### config.mk
export PLATFORM = sky130hd
export DESIGN_NAME = axi4_lite_master
export DESIGN_NICKNAME = d
export VERILOG_FILES = /design/src/rtl/axi4_lite_master.sv
export SDC_FILE = /design/constraint.sdc
export NUM_CORES = 1
export LEC_CHECK = 0
export ABC_AREA = 1
export BUFFER_PORTS_ARGS = -buffer_cell sky130_fd_sc_hd__buf_2
export CORE_UTILIZATION = 40
export DETAILED_ROUTE_END_ITERATION = 8
export PLACE_DENSITY = 0.85
export SKIP_CTS_REPAIR_TIMING = 1
export SYNTH_ARGS = -nofsm -noshare
export SYNTH_HDL_FRONTEND = slang
export SYNTH_SLANG_ARGS = --single-unit
### constraint.sdc
create_clock -name clk -period 1.3 [get_ports clk]
set_clock_uncertainty 0.2 [all_clocks]
set_input_delay 0.195 -clock clk [delete_from_list [all_inputs] [get_ports clk]]
set_output_delay 0.195 -clock clk [all_outputs]
set_load 0.02 [all_outputs]
### src/rtl/axi4_lite_master.sv
// Single-outstanding AXI4-Lite master driven by one-cycle command pulses.
// Optional macro AXI4_LITE_MASTER_TIMEOUT_EN adds a watchdog that aborts stalled transactions.
//
// state    | meaning
// ---------+-------------------------------------------------
// S_IDLE   | waiting for amci_write / amci_read pulse
// S_W_ADDR | AW and W channels presented, each retires on its own
// S_W_RESP | BREADY high, waiting for BVALID
// S_R_ADDR | ARVALID high, waiting for ARREADY
// S_R_DATA | RREADY high, waiting for RVALID
module axi4_lite_master #(
  parameter int unsigned TIMEOUT_CYCLES = 1024
) (
  input  logic        clk,
  input  logic        resetn,
  input  logic [31:0] amci_addr,
  input  logic [31:0] amci_wdata,
  input  logic        amci_write,
  input  logic        amci_read,
  output logic [31:0] amci_rdata,
  output logic [1:0]  amci_resp,
  output logic        amci_idle,
  output logic [31:0] M_AXI_AWADDR,
  output logic        M_AXI_AWVALID,
  input  logic        M_AXI_AWREADY,
  output logic [2:0]  M_AXI_AWPROT,
  output logic [31:0] M_AXI_WDATA,
  output logic [3:0]  M_AXI_WSTRB,
  output logic        M_AXI_WVALID,
  input  logic        M_AXI_WREADY,
  input  logic [1:0]  M_AXI_BRESP,
  input  logic        M_AXI_BVALID,
  output logic        M_AXI_BREADY,
  output logic [31:0] M_AXI_ARADDR,
  output logic        M_AXI_ARVALID,
  output logic [2:0]  M_AXI_ARPROT,
  input  logic        M_AXI_ARREADY,
  input  logic [31:0] M_AXI_RDATA,
  input  logic        M_AXI_RVALID,
  input  logic [1:0]  M_AXI_RRESP,
  output logic        M_AXI_RREADY
);

  typedef enum logic [2:0] {
    S_IDLE   = 3'd0,
    S_W_ADDR = 3'd1,
    S_W_RESP = 3'd2,
    S_R_ADDR = 3'd3,
    S_R_DATA = 3'd4
  } state_t;

  state_t      r_state;
  logic [31:0] r_addr;
  logic [31:0] r_wdata;
  logic [31:0] r_rdata;
  logic [1:0]  r_resp;
  logic        r_awvalid;
  logic        r_wvalid;
  logic        r_bready;
  logic        r_arvalid;
  logic        r_rready;
  logic        w_abort;
  logic        w_aw_done;
  logic        w_w_done;

`ifdef AXI4_LITE_MASTER_TIMEOUT_EN
  localparam int TW = $clog2(TIMEOUT_CYCLES + 1);
  logic [TW-1:0] r_tcnt;

  always_ff @(posedge clk or negedge resetn) begin
    if (!resetn)
      r_tcnt <= '0;
    else if (r_state == S_IDLE)
      r_tcnt <= '0;
    else
      r_tcnt <= r_tcnt + 1'b1;
  end

  // Abort on the edge that ends the TIMEOUT_CYCLES-th busy cycle.
  assign w_abort = (r_state != S_IDLE) && (r_tcnt == TW'(TIMEOUT_CYCLES - 1));
`else
  // Watchdog absent; the parameter stays so both builds share one interface.
  assign w_abort = (TIMEOUT_CYCLES == 0) && 1'b0;
`endif

  assign w_aw_done = !r_awvalid || M_AXI_AWREADY;
  assign w_w_done  = !r_wvalid  || M_AXI_WREADY;

  always_ff @(posedge clk or negedge resetn) begin
    if (!resetn) begin
      r_state   <= S_IDLE;
      r_addr    <= '0;
      r_wdata   <= '0;
      r_rdata   <= '0;
      r_resp    <= '0;
      r_awvalid <= 1'b0;
      r_wvalid  <= 1'b0;
      r_bready  <= 1'b0;
      r_arvalid <= 1'b0;
      r_rready  <= 1'b0;
    end else if (w_abort) begin
      r_awvalid <= 1'b0;
      r_wvalid  <= 1'b0;
      r_bready  <= 1'b0;
      r_arvalid <= 1'b0;
      r_rready  <= 1'b0;
      r_resp    <= 2'b10;
      if (r_state == S_R_ADDR || r_state == S_R_DATA)
        r_rdata <= 32'hDEADDEAD;
      r_state   <= S_IDLE;
    end else begin
      case (r_state)
        S_IDLE: begin
          if (amci_write) begin
            r_addr    <= amci_addr;
            r_wdata   <= amci_wdata;
            r_awvalid <= 1'b1;
            r_wvalid  <= 1'b1;
            r_state   <= S_W_ADDR;
          end else if (amci_read) begin
            r_addr    <= amci_addr;
            r_arvalid <= 1'b1;
            r_state   <= S_R_ADDR;
          end
        end
        S_W_ADDR: begin
          if (r_awvalid && M_AXI_AWREADY) r_awvalid <= 1'b0;
          if (r_wvalid && M_AXI_WREADY)   r_wvalid  <= 1'b0;
          if (w_aw_done && w_w_done) begin
            r_bready <= 1'b1;
            r_state  <= S_W_RESP;
          end
        end
        S_W_RESP: begin
          if (M_AXI_BVALID && r_bready) begin
            r_resp   <= M_AXI_BRESP;
            r_bready <= 1'b0;
            r_state  <= S_IDLE;
          end
        end
        S_R_ADDR: begin
          if (M_AXI_ARREADY) begin
            r_arvalid <= 1'b0;
            r_rready  <= 1'b1;
            r_state   <= S_R_DATA;
          end
        end
        S_R_DATA: begin
          if (M_AXI_RVALID && r_rready) begin
            r_rdata  <= M_AXI_RDATA;
            r_resp   <= M_AXI_RRESP;
            r_rready <= 1'b0;
            r_state  <= S_IDLE;
          end
        end
        default: r_state <= S_IDLE;
      endcase
    end
  end

  assign amci_idle     = (r_state == S_IDLE) && !amci_write && !amci_read;
  assign amci_rdata    = r_rdata;
  assign amci_resp     = r_resp;
  assign M_AXI_AWADDR  = r_addr;
  assign M_AXI_AWVALID = r_awvalid;
  assign M_AXI_AWPROT  = 3'b000;
  assign M_AXI_WDATA   = r_wdata;
  assign M_AXI_WSTRB   = 4'hF;
  assign M_AXI_WVALID  = r_wvalid;
  assign M_AXI_BREADY  = r_bready;
  assign M_AXI_ARADDR  = r_addr;
  assign M_AXI_ARVALID = r_arvalid;
  assign M_AXI_ARPROT  = 3'b000;
  assign M_AXI_RREADY  = r_rready;

endmodule

==> results of run 1 <==
cell usage in the layout, fill, tap and decap left out, types with 2 or more instances in the layout:
master / synthesis / layout
o21ai_0: 3 / 3
dlygate4sd3_1: 0 / 101
buf_12: 0 / 9
nand2_4: 2 / 5
nand2_1: 290 / 288
conb_1: 2 / 10
buf_4: 46 / 60
nand4_1: 2 / 2
clkbuf_16: 0 / 12
buf_6: 6 / 126
dfrtp_2: 0 / 4
nand3_1: 39 / 36
nor2_4: 1 / 5
nand3_4: 0 / 2
inv_1: 11 / 8
buf_2: 10 / 115
dfrtp_1: 106 / 102
clkinv_4: 0 / 2
inv_8: 0 / 3
inv_2: 2 / 4
flip-flops by register name (all words and copies together) (netlist names):
| register | cells |
|---|---|
| M_AXI_AWVALID | 1 |
| amci_rdata | 32 |
| M_AXI_WDATA | 32 |
| r_state | 3 |
| M_AXI_WVALID | 1 |
| M_AXI_RREADY | 1 |
| M_AXI_ARADDR | 32 |
| M_AXI_ARVALID | 1 |
| amci_resp | 2 |
| M_AXI_BREADY | 1 |
area by class of cell:
class                           instances  share of cell area (%)
Clock inverter                          7                   0.986
Sequential cell                       106                    31.3
Multi-Input combinational cell        361                    18.3
Tap cell                              140                    2.06
Inverter                               14                   0.795
Clock buffer                            9                    2.65
Timing Repair Buffer                  415                    43.8
Timing Repair inverter                  1                   0.132
metrics by stage:
stage / setup slack, ns / setup TNS, ns / cells / hold slack [ns]
final: -0.439 / -34.44 / 1053 / -0.0264
after detailed placement: -0.188 / -15.67 / 896 / -0.0742
after floorplan: -0.0842 / -5.41 / 546 / -0.301
after global routing: -0.540 / -42.16 / 1053 / 0.00641
after global placement: -0.176 / -14.15 / 896 / -0.0783
after CTS: -0.465 / -18.26 / 912 / -0.444
cells by family after synthesis:
logic type / Yosys count / synth area share (%)
flops: 106 / 57.3
simple gates: 345 / 30.3
other cells: 2 / 0.162
buf+inv: 79 / 11.4
compound gates: 6 / 0.811
where the power goes:
part	internal, W	switching [W]
registers	0.00471	0.00145
clock network	0.00153	0.00128
logic	0.00552	0.00609
total	0.0118	0.00882
worst max path at each step:
stage	startpoint	endpoint	depth (start not counted)
detailed placement	r_state[1]$_DFFE_PN0P_	M_AXI_ARADDR[25]$_DFFE_PN0P_	7
global placement	r_state[1]$_DFFE_PN0P_	M_AXI_WVALID$_DFFE_PN0P_	6
finish	r_state[1]$_DFFE_PN0P_	amci_rdata[1]$_DFFE_PN0P_	8
CTS	r_state[1]$_DFFE_PN0P_	amci_idle	4
global route	r_state[1]$_DFFE_PN0P_	amci_rdata[2]$_DFFE_PN0P_	8
floorplan	r_state[1]$_DFFE_PN0P_	amci_rdata[0]$_DFFE_PN0P_	7
per-layer routing:
metal	wire, µm	track usage (%)
met3	1610	4.62
met5	51	0
met2	9760	34.0
met4	952	6.10
met1	6590	22.6
tightest hold or removal path, stage by stage:
cell	delay, ns
buf_2	0.09
o211ai_1	0.09
nand2_1	0.06
nand2_1	0.04
==> run metrics, run 1 <==
post-synthesis sequential area ratio=a little under three fifths; clock-pin transition on the worst setup and hold timing paths=approximately 0.070 ns; R2R Path End=amci_rdata[1]$_DFFE_PN0P_; Worst Setup Path Type=flop to flop; top cells by count, synth=290 x nand2_1, 106 x dfrtp_1, 46 x buf_4; # rows=38; Reg2Reg Depth=8; routability cong.=between 0.7 and 0.8; n_diodes=0; Critical Path Max Stage Delay=between 0.4 and 0.5 ns; DR WL/cell=approximately 18 µm; Post-synth EDFFs=0; initial antenna violation count=0; status=finished with violations; hold path start=M_AXI_AWREADY; Tcrit/Tclk final=134%; FILL cells=615; Netlist cell types=25; CP cell instances=buf_4, nor2_4, nand2_4, nor2_8, buf_12, clkbuf_16, nand2_1, nand2_1; failing checks=negative hold slack, negative setup slack; PnR Total Power=a little over 0.02 W; final period demand of the worst path=1.74 ns; layout cells sized above 1=between 30% and 40%; final hold violation count=1; P_leak=~4.7 nW; CP endpoint kind=flop; residual DRC count=0; crit path buf inv count=3; root buf cell=clkbuf_16; PortBufs=244; die area=between 10000 and 15000 µm²; area of the multi-input gates=~1600 µm²; CTS Sinks=roughly 110; Worst R2R Setup Slack=-0.44 ns; leading area contributor after synthesis=dfrtp_1; Detailed Place HPWL=8760 µm; first-pass GRT wire length=roughly 18000 µm; Crit-path slowest cell=dfrtp_2; Post-Route WL=between 15000 and 20000 µm; Largest delay share family, worst path=simple AND/OR/NAND/NOR gates; Detailed Routing Iterations Pass 1=7; WHS Path Cells=4; Final ANT Viol Nets=0; Post-Synthesis Cells=~540; die height=roughly 110 µm; Avg Cell Area, Syn=8.60 µm²; Mapped Area=about 4600 µm²; Ys Warns=0; clk_lat worst skew=approximately 0.34 ns; core region area=roughly 11000 µm²; Via Count=a little over 5000; count leader, synth=nand2_1; num ports=~260; Final Hold Slack=-0.0264 ns; H-tree depth=3; number of vias per cell=4.92; GR Util All Layers=between 10% and 20%; Hold/Removal Path Class=primary input to flop; Initial Util=41.8%; Finished Core Util=between 70% and 80%; RSZ-0062 raised after global routing=true; final setup fails=between 150 and 200; Final Slew Violations=0; dpl cell area=roughly 5900 µm²; Nets=a little over 1000; fmax=0.575 GHz; Seq. cell area=about 2700 µm²; Worst Setup Start Kind=flop; CTS tree=built; die span in x=between 100 and 150 µm; total CTS buffers=9; Reg2Reg Launch Point=r_state[1]$_DFFE_PN0P_; Critical Path AT=roughly 1.8 ns; PnR worst setup slack=-0.439 ns; cell area after layout=8500 µm²; Worst EP required=~1.4 ns; Synth top area share=a little under three fifths; DR iter-0 viols=approximately 400; power density over the cells=2420 nW/µm²; CP most frequent cell=nand2_1; Synth Register Bits=106; synthesis-to-layout area growth=83.7%; Synth area leaders=dfrtp_1 57%, nand2_1 24%, buf_4 7.5%; vias in the first global route=3783; Max IR drop VDD=~1.9 mV; largest net degree at the start of global routing=35; Post-synth top flop=dfrtp_1; maximum root-to-sink buffer count=2; GRT overflow=0; CP Max Fanout=8; Async SR Flop Fraction=between 90% and 100%; Max Cap Viol=0; Hold EP=M_AXI_AWVALID$_DFFE_PN0P_
No activity file was read; power rests on OpenSTA's default activity.
==> run 2, diff against run 1 <==
--- a/config.mk
+++ b/config.mk
@@ -10,6 +10,8 @@
 export CORE_UTILIZATION = 40
 export DETAILED_ROUTE_END_ITERATION = 8
 export PLACE_DENSITY = 0.85
+export RECOVER_POWER = 50
+export REMOVE_ABC_BUFFERS = 1
 export SKIP_CTS_REPAIR_TIMING = 1
 export SYNTH_ARGS = -nofsm -noshare
 export SYNTH_HDL_FRONTEND = slang
==> run 2 against run 1 <==
The flow still finishes with violations (negative hold slack, negative setup slack). Worst hold slack better by 0.012 ns. Via count is 1.4% higher. Highest routed layer unchanged. Sequential power is 1% lower. Non-clock buffer count is 8 higher. Global-route usage hardly changed. Flip-flop and latch count stayed put. Largest cell class unchanged. Power is 0.72% higher. Die area stayed put. Setup slack better by 0.011 ns. First-iteration DRC count is 14% lower. Count of clock-buffer cells in the layout is 2 higher.
==> run metrics, run 2 (synthesized netlist as in run 1, its figures left out) <==
Worst R2R Setup Slack=-0.41 ns; # rows=38; final setup fails=144; Detailed Place HPWL=between 8000 and 9000 µm; DR WL/cell=approximately 18 µm; root buf cell=clkbuf_16; RSZ-0062 raised after global routing=true; H-tree depth=3; first-pass GRT wire length=~18000 µm; CP startpoint=r_state[2]$_DFFE_PN0P_; maximum root-to-sink buffer count=2; clock-pin transition on the worst setup and hold timing paths=0.08 ns; R2R Path End=r_state[1]$_DFFE_PN0P_; DR iter-0 viols=350; CP endpoint kind=output port; Final Hold Slack=-0.0142 ns; core region area=11100 µm²; final period demand of the worst path=1.73 ns; CTS tree=built; die area=12000 µm²; GR Util All Layers=19.0%; CP Max Fanout=5; vias in the first global route=roughly 3700; GRT overflow=0; Initial Util=roughly two fifths; Hold/Removal Path Class=primary input to flop; Max Cap Viol=0; Worst Setup Start Kind=flop; final hold violation count=1; routability cong.=roughly 0.82; total CTS buffers=9; number of vias per cell=4.96; status=finished with violations; CTS Sinks=between 100 and 150; residual DRC count=0; num ports=255; clk_lat worst skew=approximately 0.34 ns; Worst Setup Path Type=flop to output port; most frequent cells in the layout=262 x nand2_1, 126 x buf_2, 118 x buf_6; fmax=around 0.58 GHz; PnR worst setup slack=-0.429 ns; die height=between 100 and 150 µm; die span in x=around 110 µm; Finished Core Util=about four fifths; Final ANT Viol Nets=0; initial antenna violation count=1; failing checks=negative hold slack, negative setup slack; Critical Path End=amci_idle; Max IR drop VDD=about 1.7 mV; most common cell after layout, fill and taps aside=nand2_1; power density over the cells=~2400 nW/µm²; Nets=1024; synthesis-to-layout area growth=87.6%; largest net degree at the start of global routing=33; pre-CTS setup slack=-0.249 ns; P_leak=4.84 nW; Final Slew Violations=0; Reg2Reg Launch Point=r_state[1]$_DFFE_PN0P_; Detailed Routing Iterations Pass 1=7; Slew @ Worst Pin=0.584 ns; Worst slew margin=61.1%; Tcrit/Tclk final=133%; Worst EP required=roughly 0.90 ns; Via Count=between 5000 and 6000; PortBufs=roughly 240; Reg2Reg Depth=9; cell area after layout=between 8000 and 9000 µm²; layout cells sized above 1=42.4%; dpl cell area=approximately 6000 µm²; Post-Route WL=18700 µm; Critical Path AT=1.33 ns
run 2: per-layer routing:
layer  vias to the layer above  GRT usage, %  routed length (µm)
li1                       2349             -                   -
met1                      2479          23.3                6600
met2                       340          32.7                9710
met3                        88          4.33                1460
met4                         2          7.43                 915
met5                         -             0                  13
run 2: layout make-up:
type	count	area (µm²)
timing repair buffer	423	3820
sequential	106	2660
fill	624	2400
multi-input combinational	361	1670
clock buffer	11	233
tap	140	175
inverter	14	80.1
clock inverter	5	45.0
antenna	1	2.50
run 2: power breakdown:
part	switching, W	internal (W)	leakage (nW)
clock network	0.00126	0.00134	0.133
logic	0.00619	0.00584	3.36
registers	0.00139	0.00471	1.35
run 2: worst min-delay path by stage:
stage | start | to | slack, ns | cells after the start
3_5_place_dp | resetn | M_AXI_ARADDR[3]$_DFFE_PN0P_ | -0.09 | 1
5_1_grt | M_AXI_RRESP[0] | amci_resp[0]$_DFFE_PN0P_ | 0.03 | 5
4_1_cts | resetn | M_AXI_ARADDR[13]$_DFFE_PN0P_ | -0.45 | 1
2_1_floorplan | resetn | M_AXI_ARADDR[0]$_DFFE_PN0P_ | -0.30 | 0
6_report | M_AXI_AWREADY | M_AXI_AWVALID$_DFFE_PN0P_ | -0.01 | 4
3_3_place_gp | resetn | M_AXI_ARADDR[3]$_DFFE_PN0P_ | -0.09 | 1
run 2: worst max-delay path, stage by stage (launching register included):
cell and delay (ns):
dfrtp_2 0.48, nor2_4 0.19, nand2_4 0.08, nor2_4 0.12, buf_6 0.13
run 2: through the flow:
step / total power (W) / TNS (ns) / cells
2_1_floorplan: 0.0101 / -52.80 / 481
3_3_place_gp: 0.0134 / -15.94 / 899
3_5_place_dp: 0.0136 / -20.86 / 899
4_1_cts: 0.0162 / -23.01 / 915
5_1_grt: 0.0218 / -39.35 / 1060
6_report: 0.0207 / -32.27 / 1061
==> run 3, diff against run 2 <==
--- a/config.mk
+++ b/config.mk
@@ -9,7 +9,7 @@
 export BUFFER_PORTS_ARGS = -buffer_cell sky130_fd_sc_hd__buf_2
 export CORE_UTILIZATION = 40
 export DETAILED_ROUTE_END_ITERATION = 8
-export PLACE_DENSITY = 0.85
+export PLACE_DENSITY_LB_ADDON = 0.3
 export RECOVER_POWER = 50
 export REMOVE_ABC_BUFFERS = 1
 export SKIP_CTS_REPAIR_TIMING = 1
==> run 3 against run 2 <==
The run still ends with negative hold slack, negative setup slack left. Clock power is 7% higher. Combinational power hardly changed. Largest cell class unchanged. Non-clock buffer count is 2 lower. Worst hold slack worse by 0.014 ns. Fmax is 2.2% higher. First-iteration DRC count is 15% higher. Register-to-register slack better by 0.02 ns. Design area is 1.6% higher. Via count is 0.19% lower.
==> run metrics, run 3 (synthesized netlist as in run 1, its figures left out) <==
Crit-path slowest cell=dfrtp_2; fmax=0.591 GHz; largest net degree at the start of global routing=55; first-pass GRT wire length=roughly 18000 µm; Comb pwr share=approximately 58%; CP startpoint=r_state[1]$_DFFE_PN0P_; most frequent cells in the layout=221 x nand2_1, 120 x buf_2, 120 x buf_6; GRT met1 Usage=22.8%; CP most frequent cell=buf_12; residual DRC count=0; Cell Int Power=0.0121 W; most common cell after layout, fill and taps aside=nand2_1; clock-pin transition on the worst setup and hold timing paths=0.07 ns; power density over the cells=2380 nW/µm²; core region area=~11000 µm²; Slew @ Worst Pin=between 0.6 and 0.7 ns; H-tree depth=3; CP endpoint kind=flop; Initial Util=41.8%; die area=approximately 12000 µm²; failing checks=negative hold slack, negative setup slack; routability cong.=about 0.83; Tcrit/Tclk final=130%; DR iter-0 viols=402; switching fraction of total power=42.3%; hold path start=M_AXI_AWREADY; Critical Path Max Stage Delay=about 0.45 ns; Post-Route WL=between 15000 and 20000 µm; CTS tree=built; number of vias per cell=roughly 5; setup_tns=-25.00 ns; root buf cell=clkbuf_16; maximum root-to-sink buffer count=2; layout cells sized above 1=a little under half; Detailed Routing Iterations Pass 1=5; Detailed Place HPWL=just under 9000 µm; GRT overflow=0; synthesis-to-layout area growth=90.7%; Final ANT Viol Nets=0; CP Max Fanout=6; CTS Sinks=around 110; initial antenna violation count=0; clk_lat worst skew=~0.34 ns; Max IR drop VDD=around 1.6 mV; grt met3 use=3.02%; total CTS buffers=9; n_diodes=0; DR WL/cell=17.5 µm; grt met2 use=around a third; vias in the first global route=between 3000 and 4000; PortBufs=244; GR Util All Layers=between 15 and 20%; Worst slew margin=between 50% and 60%; Worst Setup Path Type=flop to flop; net switching power=about 0.0089 W; GR peak layer=met2; final hold violation count=3; clock share of power=around an eighth; Via Count=5248; num ports=255; final period demand of the worst path=1.69 ns; Worst Setup Start Kind=flop; P_leak=between 4 and 5 nW; pre-CTS setup slack=-0.309 ns; RSZ-0062 raised after global routing=true; Hold/Removal Path Class=primary input to flop; Final Slew Violations=0; Worst EP required=approximately 1.4 ns; Reg2Reg Launch Point=r_state[1]$_DFFE_PN0P_; sequential share of power=29.0%; die span in x=around 110 µm; Max Cap Viol=0; PnR worst setup slack=-0.391 ns; final setup fails=around 160; Critical Path AT=between 1.5 and 2 ns; die height=roughly 110 µm; Nets=~1000; status=finished with violations; CP cell instances=buf_12, nor2_4, nand2_4, nor2_8, buf_12, clkbuf_16, nand2_2, nand2_1; Final Hold Slack=-0.0279 ns; # rows=38
## run 3: power groups by stage
stage          clock network (W)  logic (W)  registers (W)
6_report                 0.00279     0.0121        0.00610
5_1_grt                  0.00298     0.0129        0.00621
2_1_floorplan                  0    0.00224        0.00787
3_5_place_dp                   0    0.00788        0.00562
4_1_cts                  0.00283    0.00789        0.00559
3_3_place_gp                   0    0.00776        0.00557
## run 3: worst paths after layout
path | end | slack, ns | cells after the start
max in group asynchronous | M_AXI_ARADDR[29]$_DFFE_PN0P_ | 0.04 | 3
min reg2reg | M_AXI_WDATA[4]$_DFFE_PN0P_ | 0.28 | 2
max reg2reg | amci_rdata[16]$_DFFE_PN0P_ | -0.39 | 8
min in group asynchronous | amci_rdata[5]$_DFFE_PN0P_ | 0.32 | 3
min | M_AXI_AWVALID$_DFFE_PN0P_ | -0.03 | 4
max | amci_rdata[16]$_DFFE_PN0P_ | -0.39 | 8
## run 3: worst max-delay path, delay by kind of cell (launching register included)
family | cells | cell delay (ns)
flip-flops | 1 | 0.45
AND/OR/NAND/NOR | 5 | 0.51
buffers and inverters | 3 | 0.47
## run 3: area by class of cell
type / instances / area [µm²]
Timing Repair Buffer: 421 / 3790
Sequential cell: 106 / 2660
Fill cell: 612 / 2250
Multi-Input combinational cell: 361 / 1800
Clock buffer: 11 / 253
Tap cell: 140 / 175
Inverter: 14 / 80.1
Clock inverter: 4 / 51.3
Timing Repair inverter: 2 / 17.5
## run 3: routing by layer
layer	part of all wire, %	routed length (µm)
met4	5.5	1010
met1	35	6480
met2	53	9870
met3	6.4	1180
met5	0	0
## run 3: stage by stage
step / hold WS [ns] / instances / total power [W] / util [%] / instance area [µm²]
after floorplan: -0.301 / 481 / 0.0101 / - / 4180
after global placement: -0.195 / 893 / 0.0133 / 53.0 / 5870
after detailed placement: -0.194 / 893 / 0.0135 / 53.0 / 5870
after CTS: -0.564 / 908 / 0.0163 / 55.7 / 6170
after global routing: 0.00265 / 1059 / 0.0221 / 79.7 / 8820
final: -0.0279 / 1059 / 0.0210 / 79.7 / 8820
